## config.mk

```make
export PLATFORM = sky130hd
export DESIGN_NAME = m_btb_ctrl
export DESIGN_NICKNAME = d
export VERILOG_FILES = /design/src/rtl/btb_pkg.sv /design/src/rtl/m_btb_fifo.sv /design/src/rtl/m_btb_ctrl.sv
export SDC_FILE = /design/constraint.sdc
export NUM_CORES = 1
export LEC_CHECK = 0
export CORE_MARGIN = 8
export CORE_UTILIZATION = 35
export DETAILED_ROUTE_END_ITERATION = 12
export PLACE_DENSITY = 0.54
export SYNTH_ARGS = -nofsm -noshare
export SYNTH_HDL_FRONTEND = slang
export SYNTH_HIERARCHICAL = 1
export SYNTH_SLANG_ARGS = --single-unit
```

## constraint.sdc

```tcl
create_clock -name w_clock -period 2.8 [get_ports w_clock]
set_input_delay 0.7 -clock w_clock [delete_from_list [all_inputs] [get_ports w_clock]]
set_output_delay 0.7 -clock w_clock [all_outputs]
set_load 0.01 [all_outputs]
```

## src/rtl/btb_pkg.sv

```systemverilog
// Shared types and constants for the BTB update/maintenance controller.
package btb_pkg;

    localparam int unsigned BTB_IDX_W   = 5;
    localparam int unsigned BTB_TAG_W   = 25;
    localparam int unsigned BTB_TGT_W   = 32;
    localparam int unsigned BTB_ENTRY_W = 58;
    localparam int unsigned BTB_REC_W   = BTB_IDX_W + BTB_ENTRY_W;
    localparam int unsigned BTB_ENTRIES = 32;

    typedef struct packed {
        logic [BTB_IDX_W-1:0]   idx;
        logic [BTB_ENTRY_W-1:0] entry;
    } btb_rec_t;

    typedef enum logic {
        IDLE,
        SWEEP
    } btb_state_e;

    // Taken branches install {1, tag, target}; not-taken hits invalidate the entry.
    function automatic btb_rec_t btb_make_rec(input logic [31:0] pc, input logic [31:0] tgt,
                                              input logic taken);
        btb_rec_t rec;
        rec.idx   = pc[6:2];
        rec.entry = taken ? {1'b1, pc[31:7], tgt} : {1'b0, pc[31:7], 32'h0};
        return rec;
    endfunction

endpackage

```

## src/rtl/m_btb_fifo.sv

```systemverilog
// Synchronous FIFO for pending BTB update records, with a one-cycle clear.
module m_btb_fifo
    import btb_pkg::*;
#(
    parameter int unsigned Depth = 4,
    parameter int unsigned Width = BTB_REC_W,
    parameter int unsigned CntW  = 3
) (
    input  logic             clk_i,
    input  logic             rst_i,
    input  logic             push_i,
    input  logic             pop_i,
    input  logic             clr_i,
    input  logic [Width-1:0] wdata_i,
    output logic [Width-1:0] rdata_o,
    output logic             full_o,
    output logic             empty_o,
    output logic [CntW-1:0]  count_o
);

    localparam int unsigned PtrW = $clog2(Depth);

    logic [Width-1:0] mem_q [Depth];
    logic [Width-1:0] mem_d [Depth];
    logic [PtrW-1:0]  wptr_q, wptr_d;
    logic [PtrW-1:0]  rptr_q, rptr_d;
    logic [CntW-1:0]  cnt_q, cnt_d;
    logic             do_push;
    logic             do_pop;

    assign full_o  = (cnt_q == CntW'(Depth));
    assign empty_o = (cnt_q == '0);
    assign count_o = cnt_q;
    assign rdata_o = mem_q[rptr_q];

    assign do_push = push_i & ~full_o;
    assign do_pop  = pop_i & ~empty_o & ~clr_i;

    // A push in the clear cycle lands in the freshly emptied FIFO.
    always_comb begin
        mem_d  = mem_q;
        wptr_d = wptr_q;
        rptr_d = rptr_q;
        cnt_d  = cnt_q;
        if (clr_i) begin
            wptr_d = '0;
            rptr_d = '0;
            cnt_d  = '0;
        end
        if (do_pop) begin
            rptr_d = rptr_q + PtrW'(1);
        end
        if (do_push) begin
            mem_d[wptr_d] = wdata_i;
            wptr_d        = wptr_d + PtrW'(1);
        end
        cnt_d = cnt_d + CntW'(do_push) - CntW'(do_pop);
    end

    always_ff @(posedge clk_i) begin
        if (rst_i) begin
            wptr_q <= '0;
            rptr_q <= '0;
            cnt_q  <= '0;
        end else begin
            wptr_q <= wptr_d;
            rptr_q <= rptr_d;
            cnt_q  <= cnt_d;
        end
    end

    always_ff @(posedge clk_i) begin
        mem_q <= mem_d;
    end

endmodule

```

## src/rtl/m_btb_ctrl.sv

```systemverilog
// BTB update filter, update queue and invalidate sweep driving the BTB write port.
// Optional BTB_BYPASS_EN: an idle, empty controller loads accepted records straight to the port.
module m_btb_ctrl
    import btb_pkg::*;
#(
    parameter int unsigned QDEPTH = 4,
    parameter int unsigned CW     = 3
) (
    input  logic                   w_clock,
    input  logic                   w_reset,
    input  logic                   w_rv,
    input  logic [31:0]            w_rpc,
    input  logic [31:0]            w_rtgt,
    input  logic                   w_rtaken,
    input  logic                   w_rhit,
    output logic                   w_rready,
    input  logic                   w_flush,
    output logic                   w_busy,
    output logic                   w_we,
    output logic [BTB_IDX_W-1:0]   w_wa,
    output logic [BTB_ENTRY_W-1:0] w_wd,
    output logic [CW-1:0]          w_qcnt,
    output logic                   w_drop
);

    btb_state_e             state_q, state_d;
    logic [BTB_IDX_W-1:0]   idx_q, idx_d;
    logic                   we_q, we_d;
    logic [BTB_IDX_W-1:0]   wa_q, wa_d;
    logic [BTB_ENTRY_W-1:0] wd_q, wd_d;
    logic                   drop_q, drop_d;

    logic     need;
    logic     accept;
    logic     push;
    logic     pop;
    logic     clr;
    logic     fifo_full;
    logic     fifo_empty;
    btb_rec_t in_rec;
    btb_rec_t head_rec;
    logic     unused_pc;

    assign unused_pc = ^w_rpc[1:0];

    assign need     = w_rv & (w_rtaken | w_rhit);
    assign w_rready = ~fifo_full;
    assign accept   = need & w_rready;
    assign in_rec   = btb_make_rec(w_rpc, w_rtgt, w_rtaken);
    assign drop_d   = need & ~w_rready;

    m_btb_fifo #(
        .Depth (QDEPTH),
        .Width (BTB_REC_W),
        .CntW  (CW)
    ) u_fifo (
        .clk_i   (w_clock),
        .rst_i   (w_reset),
        .push_i  (push),
        .pop_i   (pop),
        .clr_i   (clr),
        .wdata_i (in_rec),
        .rdata_o (head_rec),
        .full_o  (fifo_full),
        .empty_o (fifo_empty),
        .count_o (w_qcnt)
    );

    always_comb begin
        state_d = state_q;
        idx_d   = idx_q;
        we_d    = 1'b0;
        wa_d    = wa_q;
        wd_d    = wd_q;
        pop     = 1'b0;
        clr     = 1'b0;
        push    = accept;
        case (state_q)
            IDLE: begin
                // Flush wins over a pending pop so no stale record slips out ahead of the sweep.
                if (w_flush) begin
                    state_d = SWEEP;
                    idx_d   = '0;
                    clr     = 1'b1;
                end else if (!fifo_empty) begin
                    pop  = 1'b1;
                    we_d = 1'b1;
                    wa_d = head_rec.idx;
                    wd_d = head_rec.entry;
                end
`ifdef BTB_BYPASS_EN
                else if (accept) begin
                    push = 1'b0;
                    we_d = 1'b1;
                    wa_d = in_rec.idx;
                    wd_d = in_rec.entry;
                end
`endif
            end
            SWEEP: begin
                we_d  = 1'b1;
                wa_d  = idx_q;
                wd_d  = '0;
                idx_d = idx_q + BTB_IDX_W'(1);
                if (idx_q == BTB_IDX_W'(BTB_ENTRIES - 1)) begin
                    state_d = IDLE;
                end
            end
        endcase
    end

    always_ff @(posedge w_clock) begin
        if (w_reset) begin
            state_q <= SWEEP;
            idx_q   <= '0;
            we_q    <= 1'b0;
            wa_q    <= '0;
            wd_q    <= '0;
            drop_q  <= 1'b0;
        end else begin
            state_q <= state_d;
            idx_q   <= idx_d;
            we_q    <= we_d;
            wa_q    <= wa_d;
            wd_q    <= wd_d;
            drop_q  <= drop_d;
        end
    end

    assign w_busy = (state_q == SWEEP);
    assign w_we   = we_q;
    assign w_wa   = wa_q;
    assign w_wd   = wd_q;
    assign w_drop = drop_q;

endmodule

```

; After elaboration in Yosys (flattened, before gate mapping)
; Cells that the tools add are included.
; Widths: inputs -> output; s select.
[totals]
ff_bits = 330
latch_bits = 0
ramBits = 0
mem_bits_ro = 0
word_cells = 71
n_memories = 0
[op_classes]
addsub = 5
multipliers = 0
div = 0
n_lt_le_gt_ge = 3
n_eq_ne = 5
n_shift = 0
mux = 28
n_bitwise = 13
n_reduce_logical = 4
[ops]
columns = operator, count
row1 = $bwmux 252, 1
row2 = $mux 63, 3
row3 = $mux 58, 3
row4 = $bmux 63 s2, 1
row5 = $demux 63 s2, 1
row6 = $pmux 58 s2, 1
row7 = $pmux 5 s2, 2
row8 = $mux 5, 3
row9 = $mux 2, 4
row10 = $and 1x1->1, 6
row11 = $ge 3x3->1 const B, 2
row12 = $mux 1, 6
row13 = $ne 2x2->1 const B, 3
row14 = $not 2->3, 2
row15 = $add 5x1->5 const B, 1
row16 = $eq 5x5->1 const B, 1
row17 = $add 2x1->2 const B, 2
row18 = $not 1->1, 4
row19 = $pmux 1 s2, 2
row20 = $add 3x1->3, 1
row21 = $eq 3x3->1 const B, 1
row22 = $logic_not 3->1, 1
row23 = $lt 3x1->1 const B, 1
row24 = $mux 3, 1
row25 = other kinds (5), 5

; Longest topological paths before layout
; Gate-level depths: netlist of the first run.
[depth]
word_depth = 9
depth_mapped = 10

; Modules after synthesis
; The synthesis of the first run kept the hierarchy.
[modules_own_cells]
columns = module, n_inst, cells_per_inst, area_each_um2
row1 = m_btb_fifo, 1, 380, 9549.2
row2 = m_btb_ctrl, 1, 355, 2801.4

; Worst setup path after synthesis of the first run
; OpenSTA, ideal clock, no wires.
[synth_path]
path_type = input-to-reg
from = input port w_flush
to = register u_fifo/mem_q[126] (netlist name), enable pin
setup_time_ps = 392
t_arrival_ps = 2400
setup_slack_ps = 8
path_stages = 7
n_path_buf = 2
path_cell_list = buf_4 -> nor2b_1 -> buf_6 -> nand2b_1 -> inv_1 -> ha_1 -> and3_2
[synth_rtl]
columns = element, line_no
row1 = start: declaration, m_btb_ctrl.sv:17  ; input logic w_flush,
row2 = end signal: assignment, m_btb_fifo.sv:73  ; mem_q <= mem_d;
row3 = end: declaration, m_btb_fifo.sv:23  ; logic [Width-1:0] mem_q [Depth];

; Worst setup path in the final report of the first run
[layout_path]
from = register u_fifo.cnt_q[2] (netlist: u_fifo/count_o[2])
to = register u_fifo.cnt_q[2] (netlist: u_fifo/count_o[2])
[layout_via]
elab_chain_cells = 7
[layout_rtl]
columns = element, line_no
row1 = start: declaration, m_btb_fifo.sv:27  ; logic [CntW-1:0] cnt_q, cnt_d;
row2 = start signal: assignment, m_btb_fifo.sv:68  ; cnt_q <= cnt_d;
row3 = $logic_not 3->1, m_btb_fifo.sv:32  ; assign empty_o = (cnt_q == '0);
row4 = net fifo_empty, m_btb_ctrl.sv:39  ; logic fifo_empty;
row5 = $mux 1, m_btb_ctrl.sv:85  ; end else if (!fifo_empty) begin
row6 = $mux 1, m_btb_ctrl.sv:81  ; if (w_flush) begin
row7 = $mux 1, m_btb_ctrl.sv:78  ; case (state_q)
row8 = net pop, m_btb_ctrl.sv:36  ; logic pop;
row9 = $and 1x1->1 (2 in a row), m_btb_fifo.sv:37  ; assign do_pop = pop_i & ~empty_o & ~clr_i;
row10 = $sub 3x1->3, m_btb_fifo.sv:57  ; cnt_d = cnt_d + CntW'(do_push) - CntW'(do_pop);
; The timed path passes the listed nets, and every way through them passes these cells.
; A chain may end at the register's enable or synchronous reset.

==> reports/qor.txt, run 1 <==
====================================================================================================
All-Layer GR Usage ....................................................................        12.9%
First DRT Iteration DRCs ..............................................................          360
Gp weighted congestion ................................................................        0.702
Buffer cell driving the clock tree root ............................................... sky130_fd_sc_hd__clkbuf_16
Worst setup path class ................................................................      reg2reg
Number of warnings reported in the yosys synthesis log ................................            6
Starting Density ......................................................................        35.1%
Run status ............................................................................ complete, no violations
Mux share of post-synthesis cell area .................................................        11.6%
IR drop worst, VDD ....................................................................     0.342 mV
Share of post-route cells with drive strength above 1 .................................        18.1%
Largest buffer count on any clock path ................................................            3
Post-layout instance count excluding filler cells .....................................         1395
Largest net degree at the start of global routing .....................................           47
FF+latch count, synth .................................................................          330
Number of library cell types mapped by synthesis ......................................           41
Floorplan die area ....................................................................   0.0416 mm2
Simple-gate share of the synthesized area .............................................        7.50%
Post-synth EDFFs ......................................................................          252
Clock-pin slew reported for the worst setup and hold paths after clock tree synthesis .      0.06 ns
Boundary Pins .........................................................................          140
Library cell appearing most often on the critical path ................................ sky130_fd_sc_hd__nor3_1
Startpoint type of the worst setup path ...............................................    flip-flop
Number of sinks handled by clock tree synthesis .......................................          330
Pleak .................................................................................      5.02 nW
Max Cap Violations ....................................................................            0
Type of destination of the critical path ..............................................    flip-flop
Fmax ..................................................................................      403 MHz
Required arrival time at the worst endpoint ...........................................      3.17 ns
Initial antenna violation count .......................................................            1
Area overhead of the layout relative to synthesis .....................................        27.4%
Min-delay worst type ..................................................................      reg2reg
Number of nets produced by synthesis ..................................................          814
Main combinational cell family by area after synthesis ................................ multiplexers
Worst path setup slack after routing ..................................................     0.317 ns
Buffering stage count on the worst path with inverters included .......................            1
Number of iterations in the first detailed-routing pass ...............................            4
Final worst-path cycle share ..........................................................        88.7%
Setup WS pre-CTS ......................................................................   -0.0814 ns
Synth async-reset ratio ...............................................................           0%
Hold violation total from the final report ............................................            0
Wire per inst .........................................................................      19.4 um
Total number of vias ..................................................................         6573
Total instance count after detailed placement .........................................         1331
Layout net count ......................................................................          986
CP top delay family ...................................................................  adder cells
Placeable core region .................................................................   0.0351 mm2
Fraction of the mapped netlist area in compound gates .................................        3.56%
Filler cell count .....................................................................         3110
H-tree levels .........................................................................            2
Fraction of the mapped netlist area in adder cells ....................................       0.973%
Remaining Overflow, GRT ...............................................................            0
Crit path DAT .........................................................................      2.86 ns
Antenna diodes ........................................................................            0
Horizontal die dimension ..............................................................       204 um
Floorplan die height ..................................................................       204 um
Setup Skew ............................................................................    0.0132 ns
Actual transition at the worst max-transition pin .....................................     0.510 ns
First-pass GRT wire length ............................................................      41.4 mm
Count of buffers inserted at the top-level ports ......................................          137
Cell count after synthesis ............................................................          735
Final critical delay including setup and external delays ..............................      2.48 ns
DRC Markers ...........................................................................            0
Peak per-stage delay on the critical path .............................................      0.46 ns
Placement row count ...................................................................           69
Most used flip-flop cell after synthesis .............................................. sky130_fd_sc_hd__edfxtp_1
CTS tree ..............................................................................          yes
Xor/xnor share of the synthesized area ................................................       0.213%
Netlist Area Pre-Place ................................................................   0.0124 mm2
Unrepaired setup endpoints after global routing .......................................           no
Post-synthesis area per instance ......................................................     16.8 um2
Sequential element share of the synthesized area ......................................        73.9%
Tightest slew margin relative to the limit ............................................        66.0%
Antenna Nets Post-Route ...............................................................            0
Max Slew Vio Count ....................................................................            0
Cell type of the slowest stage on the worst timing path ............................... sky130_fd_sc_hd__fa_1
Number of hold buffers added after CTS ................................................            0
Critical path, cell by cell ........................................................... nor3_1, nor3_1, o31ai_1, nor2_1, ha_1, inv_1, ha_1, fa_1, nor3_1, nor3_1
Clock network latency to the later pin of the worst-skew pair .........................      0.51 ns
HPWL after DPL ........................................................................      17.8 mm
Final wirelength ......................................................................      27.0 mm
Final-layout worst hold slack .........................................................     0.452 ns
Number of global-route vias before repair .............................................         6907
Total Power ...........................................................................      11.1 mW
PwrDens ...............................................................................   703 mW/mm2
Worst-path maximum fanout .............................................................            6
Via-to-Cell Ratio .....................................................................         4.71
Post-CTS setup buffers ................................................................            0
Setup violation total in the final timing report ......................................            0
Total clock buffers created by CTS ....................................................           35
====================================================================================================
==> what timing repair did <==
item	4_1_cts	5_1_grt
endpoints found under the hold margin	0	0
resized for setup	2	1
setup endpoints to repair	1	1
==> path summary, 6_finish.rpt <==
| path | slack, ns | end | depth (start not counted) | from |
|---|---|---|---|---|
| max reg2reg | 0.32 | u_fifo/count_o[2] | 10 | u_fifo/count_o[2] |
| max | 0.32 | u_fifo/count_o[2] | 10 | u_fifo/count_o[2] |
| min | 0.45 | w_wd[39] | 2 | w_wd[39] |
| min reg2reg | 0.45 | w_wd[39] | 2 | w_wd[39] |
==> where the power goes <==
group | total, mW | internal [mW] | switching [mW]
Combinational | 1.02 | 0.444 | 0.571
Sequential | 5.61 | 5.55 | 0.0631
Clock | 4.45 | 2.65 | 1.79
Total | 11.1 | 8.64 | 2.43
==> stage by stage <==
step | util (%) | area [um2] | TNS [ns]
after floorplan | - | 12400 | 0
after global placement | 41.6 | 14600 | -0.112
after detailed placement | 41.6 | 14600 | -0.0814
after CTS | 44.8 | 15700 | 0
after global routing | 44.8 | 15700 | 0
final | 44.8 | 15700 | 0
==> Yosys cell counts (all sizes together), types with 2 or more instances <==
| cell type | number | area (um2) |
|---|---|---|
| nor3 | 7 | 35.0 |
| nor2 | 10 | 45.0 |
| and2 | 33 | 208 |
| nand4 | 2 | 12.5 |
| a311oi | 5 | 50.0 |
| edfxtp | 252 | 7570 |
| a21oi | 65 | 329 |
| nor2b | 6 | 37.5 |
| a21o | 2 | 15.0 |
| mux4 | 63 | 1420 |
| xor2 | 2 | 17.5 |
| dfxtp | 78 | 1560 |
| ha | 8 | 100 |
| and3 | 5 | 36.3 |
| clkbuf | 10 | 37.5 |
| inv | 8 | 30.0 |
| nand2b | 4 | 25.0 |
| or2 | 2 | 12.5 |
| nand2 | 126 | 473 |
| buf | 32 | 214 |
| nand3 | 2 | 10.0 |
| nor3b | 2 | 15.0 |
==> routing by layer <==
| layer | vias to the layer above | GRT usage (%) | part of all wire [%] |
|---|---|---|---|
| met5 | - | 0 | 0.048 |
| li1 | 3128 | - | - |
| met1 | 3279 | 17.3 | 45 |
| met4 | 2 | 2.90 | 1.3 |
| met2 | 131 | 21.2 | 49 |
| met3 | 33 | 3.04 | 5.1 |
==> cells by family after synthesis <==
| logic type | Yosys count |
|---|---|
| fa+ha+maj | 9 |
| buf+inv | 50 |
| mux | 64 |
| compound gates | 78 |
| xor+xnor | 3 |
| flops | 330 |
| simple gates | 201 |
==> worst reg2reg max path: cells and delay by family (launching register included) <==
family / cells / cell delay, ns
AOI/OAI and AO/OA: 1 / 0.12
adders and majority gates: 3 / 0.94
buffers and inverters: 1 / 0.04
DFF: 1 / 0.35
and+or+nand+nor: 5 / 0.92
==> cell type report <==
type	count	area [um2]	area share, %
tap	461	577	3.67
sequential	330	9140	58.1
multi-input combinational	355	2960	18.8
clock inverter	17	139	0.883
clock buffer	47	981	6.23
timing repair buffer	177	1910	12.1
inverter	8	30.0	0.191
==> state kept, by name, summed over array words and instances (netlist names) <==
name / cells
w_drop: 1
w_we: 1
u_fifo/rptr_q: 2
u_fifo/mem_q: 252
u_fifo/count_o: 3
w_wa: 5
w_wd: 58
w_busy: 1
idx_q: 5
u_fifo/wptr_q: 2
==> layout by cell type (no fill, tap or decap), types with 7 or more instances in the layout <==
cell type	count
sky130_fd_sc_hd__ha_1	8
sky130_fd_sc_hd__buf_12	19
sky130_fd_sc_hd__buf_4	21
sky130_fd_sc_hd__edfxtp_1	252
sky130_fd_sc_hd__a21oi_1	64
sky130_fd_sc_hd__nor3_1	7
sky130_fd_sc_hd__clkdlybuf4s50_1	136
sky130_fd_sc_hd__clkbuf_16	35
sky130_fd_sc_hd__mux4_2	63
sky130_fd_sc_hd__inv_1	8
sky130_fd_sc_hd__and2_1	32
sky130_fd_sc_hd__nor2_1	9
sky130_fd_sc_hd__dfxtp_1	75
sky130_fd_sc_hd__nand2_1	126
Note: power is estimated with default switching activity, not from simulation.
==> run 2, diff against run 1 <==
CORE_MARGIN = unset   (was 8)
==> run 2 against run 1 <==
Via count rose by 1.3%. Hold slack barely moved. Clock power decreased by 3%. Combinational power hardly changed. Critical endpoint is now w_rready. Highest routed layer is now met4. Largest cell class unchanged. Utilization up 0.25 points.
==> reports/qor.txt, run 2 (same netlist as run 1, synthesis figures left out) <==
====================================================================================================
Number of sinks handled by clock tree synthesis .......................................          330   unchanged
Floorplan die height ..................................................................       190 um   -6.9%
Number of gates resized after CTS .....................................................            1   -1
Largest Register ...................................................................... u_fifo/mem_q
Wire per inst .........................................................................      19.2 um   -0.90%
Count of buffers inserted at the top-level ports ......................................          137   unchanged
Util after Layout .....................................................................        45.0%   +0.25 points
Post-layout instance count excluding filler cells .....................................         1385   -0.72%
Min-delay worst type ..................................................................      reg2reg
First DRT Iteration DRCs ..............................................................          408   +13%
HPWL after DPL ........................................................................      16.5 mm   -7.5%
Most common library cell in the layout ignoring fill and taps ......................... sky130_fd_sc_hd__edfxtp_1
Post-route design area ................................................................   0.0156 mm2   -0.89%
Setup WS pre-CTS ......................................................................    -0.177 ns   -0.0957 ns
Clock network latency to the later pin of the worst-skew pair .........................      0.51 ns   about the same
Final critical delay including setup and external delays ..............................      2.70 ns   +0.216 ns
Buffering stage count on the worst path with inverters included .......................            3   +2
Remaining Overflow, GRT ...............................................................            0   unchanged
Total number of vias ..................................................................         6657   +1.3%
IR drop worst, VDD ....................................................................     0.368 mV   +7.7%
Initial antenna violation count .......................................................            1   unchanged
Peak per-stage delay on the critical path .............................................      0.49 ns   +0.03 ns
Share of post-route cells with drive strength above 1 .................................        17.1%   -1.0 points
Floorplan die area ....................................................................   0.0360 mm2   -13%
Crit path DAT .........................................................................      2.00 ns   -0.86 ns
Actual transition at the worst max-transition pin .....................................     0.736 ns   +0.226 ns
Via-to-Cell Ratio .....................................................................         4.81   +2.0%
Antenna Nets Post-Route ...............................................................            0   unchanged
Critical path, cell by cell ........................................................... or3b_4, inv_1, inv_1, clkdlybuf4s50_1
Library cell appearing most often on the critical path ................................ sky130_fd_sc_hd__inv_1
Boundary Pins .........................................................................          140   unchanged
Max Cap Violations ....................................................................            0   unchanged
Placeable core region .................................................................   0.0346 mm2   -1.4%
CTS tree ..............................................................................          yes
Tightest slew margin relative to the limit ............................................        50.9%   -15 points
Largest buffer count on any clock path ................................................            3   unchanged
Starting Density ......................................................................        35.7%   +0.52 points
Layout net count ......................................................................          983   -0.30%
Final wirelength ......................................................................      26.6 mm   -1.6%
First-pass GRT wire length ............................................................      41.1 mm   -0.77%
DRC Markers ...........................................................................            0   unchanged
Unrepaired setup endpoints after global routing .......................................           no
Buffer cell driving the clock tree root ............................................... sky130_fd_sc_hd__clkbuf_16
Post-CTS setup buffers ................................................................            0   unchanged
Clock-pin slew reported for the worst setup and hold paths after clock tree synthesis .      0.06 ns   about the same
Type of destination of the critical path ..............................................  output port
Gp weighted congestion ................................................................        0.718   +2.2%
Final worst-path cycle share ..........................................................        96.4%   +7.7 points
Number of iterations in the first detailed-routing pass ...............................            4   unchanged
Startpoint type of the worst setup path ...............................................    flip-flop
Required arrival time at the worst endpoint ...........................................      2.10 ns   -1.07 ns
All-Layer GR Usage ....................................................................        15.1%   +2.2 points
Pleak .................................................................................      4.95 nW   -1.4%
Run status ............................................................................ complete, no violations
Final-layout worst hold slack .........................................................     0.452 ns   -0.00000800 ns
Cell type of the slowest stage on the worst timing path ............................... sky130_fd_sc_hd__or3b_4
Antenna diodes ........................................................................            0   unchanged
Hold violation total from the final report ............................................            0   unchanged
Filler cell count .....................................................................         3044   -2.1%
PwrDens ...............................................................................   701 mW/mm2   -0.35%
Total instance count after detailed placement .........................................         1321   -0.75%
Setup violation total in the final timing report ......................................            0   unchanged
Number of global-route vias before repair .............................................         7016   +1.6%
Placed Instance Area ..................................................................   0.0145 mm2   -0.60%
Worst-path maximum fanout .............................................................           10   +4
H-tree levels .........................................................................            2   unchanged
Largest net degree at the start of global routing .....................................           59   +26%
Commonest cells after routing, fill and taps aside .................................... 252 x sky130_fd_sc_hd__edfxtp_1, 137 x sky130_fd_sc_hd__clkdlybuf4s50_1, 126 x sky130_fd_sc_hd__nand2_1
CP top delay family ................................................................... buffers and inverters
Setup Skew ............................................................................    0.0190 ns   +0.00583 ns
Placement row count ...................................................................           68   -1.4%
Worst path setup slack after routing ..................................................     0.101 ns   -0.216 ns
Flip-flop count of the largest register, all copies and words added ...................          252   unchanged
Number of hold buffers added after CTS ................................................            0   unchanged
Area overhead of the layout relative to synthesis .....................................        26.3%
Horizontal die dimension ..............................................................       190 um   -6.9%
Max Slew Vio Count ....................................................................            0   unchanged
Worst setup path class ................................................................      reg2out
Fmax ..................................................................................      370 MHz   -8.0%
Total clock buffers created by CTS ....................................................           36   +2.9%
====================================================================================================
==> run 2: changes by cell type in the layout (fill, tap and decap cells not counted), sizes merged <==
cell           change
clkinv             -2
dlymetal6s2s       -1
buf                -4
clkdlybuf4s50      +1
clkbuf             +4
bufinv             -2
==> run 2: path summary, 6_finish.rpt <==
path / from / to / depth (start not counted) / slack [ns]
worst max-delay path: u_fifo/count_o[1] / w_rready / 4 / 0.10
worst max register to register: w_busy / u_fifo/count_o[2] / 9 / 0.40
worst min-delay path: w_wd[2] / w_wd[2] / 2 / 0.45
worst min register to register: w_wd[2] / w_wd[2] / 2 / 0.45
==> run 2: report_power, final <==
group	leakage (nW)	switching, mW	internal (mW)	total, mW
clock network	0.525	1.82	2.49	4.31
registers	2.95	0.0676	5.55	5.61
logic	1.48	0.570	0.440	1.01
==> run 2: metrics by stage <==
stage               TNS [ns]  power (mW)
floorplan                  0        6.24
global placement       -1.41        6.74
detailed placement     -2.52        6.76
CTS                        0        11.1
global route               0        11.4
finish                     0        10.9
==> run 2: routing by layer <==
layer / track usage [%] / routed length [um] / vias to the layer above
met2: 24.8 / 12700 / 160
met3: 2.71 / 1260 / 37
li1: - / - / 3108
met4: 3.75 / 455 / 0
met1: 20.8 / 12100 / 3352
met5: 0 / 0 / -
==> run 2: area by class of cell <==
class / instances / area, um2 / share of cell area (%)
clock buffer: 51 / 998 / 6.40
clock inverter: 13 / 71.3 / 0.457
inverter: 8 / 30.0 / 0.193
multi-input combinational: 355 / 2960 / 19.0
sequential: 330 / 9140 / 58.6
tap: 455 / 569 / 3.65
timing repair buffer: 173 / 1830 / 11.7
==> run 2: tightest hold or removal path, cell delays in order, from the launching register on <==
cell and delay, ns:
sky130_fd_sc_hd__dfxtp_1 0.30, sky130_fd_sc_hd__nand2_1 0.05, sky130_fd_sc_hd__a21oi_1 0.05
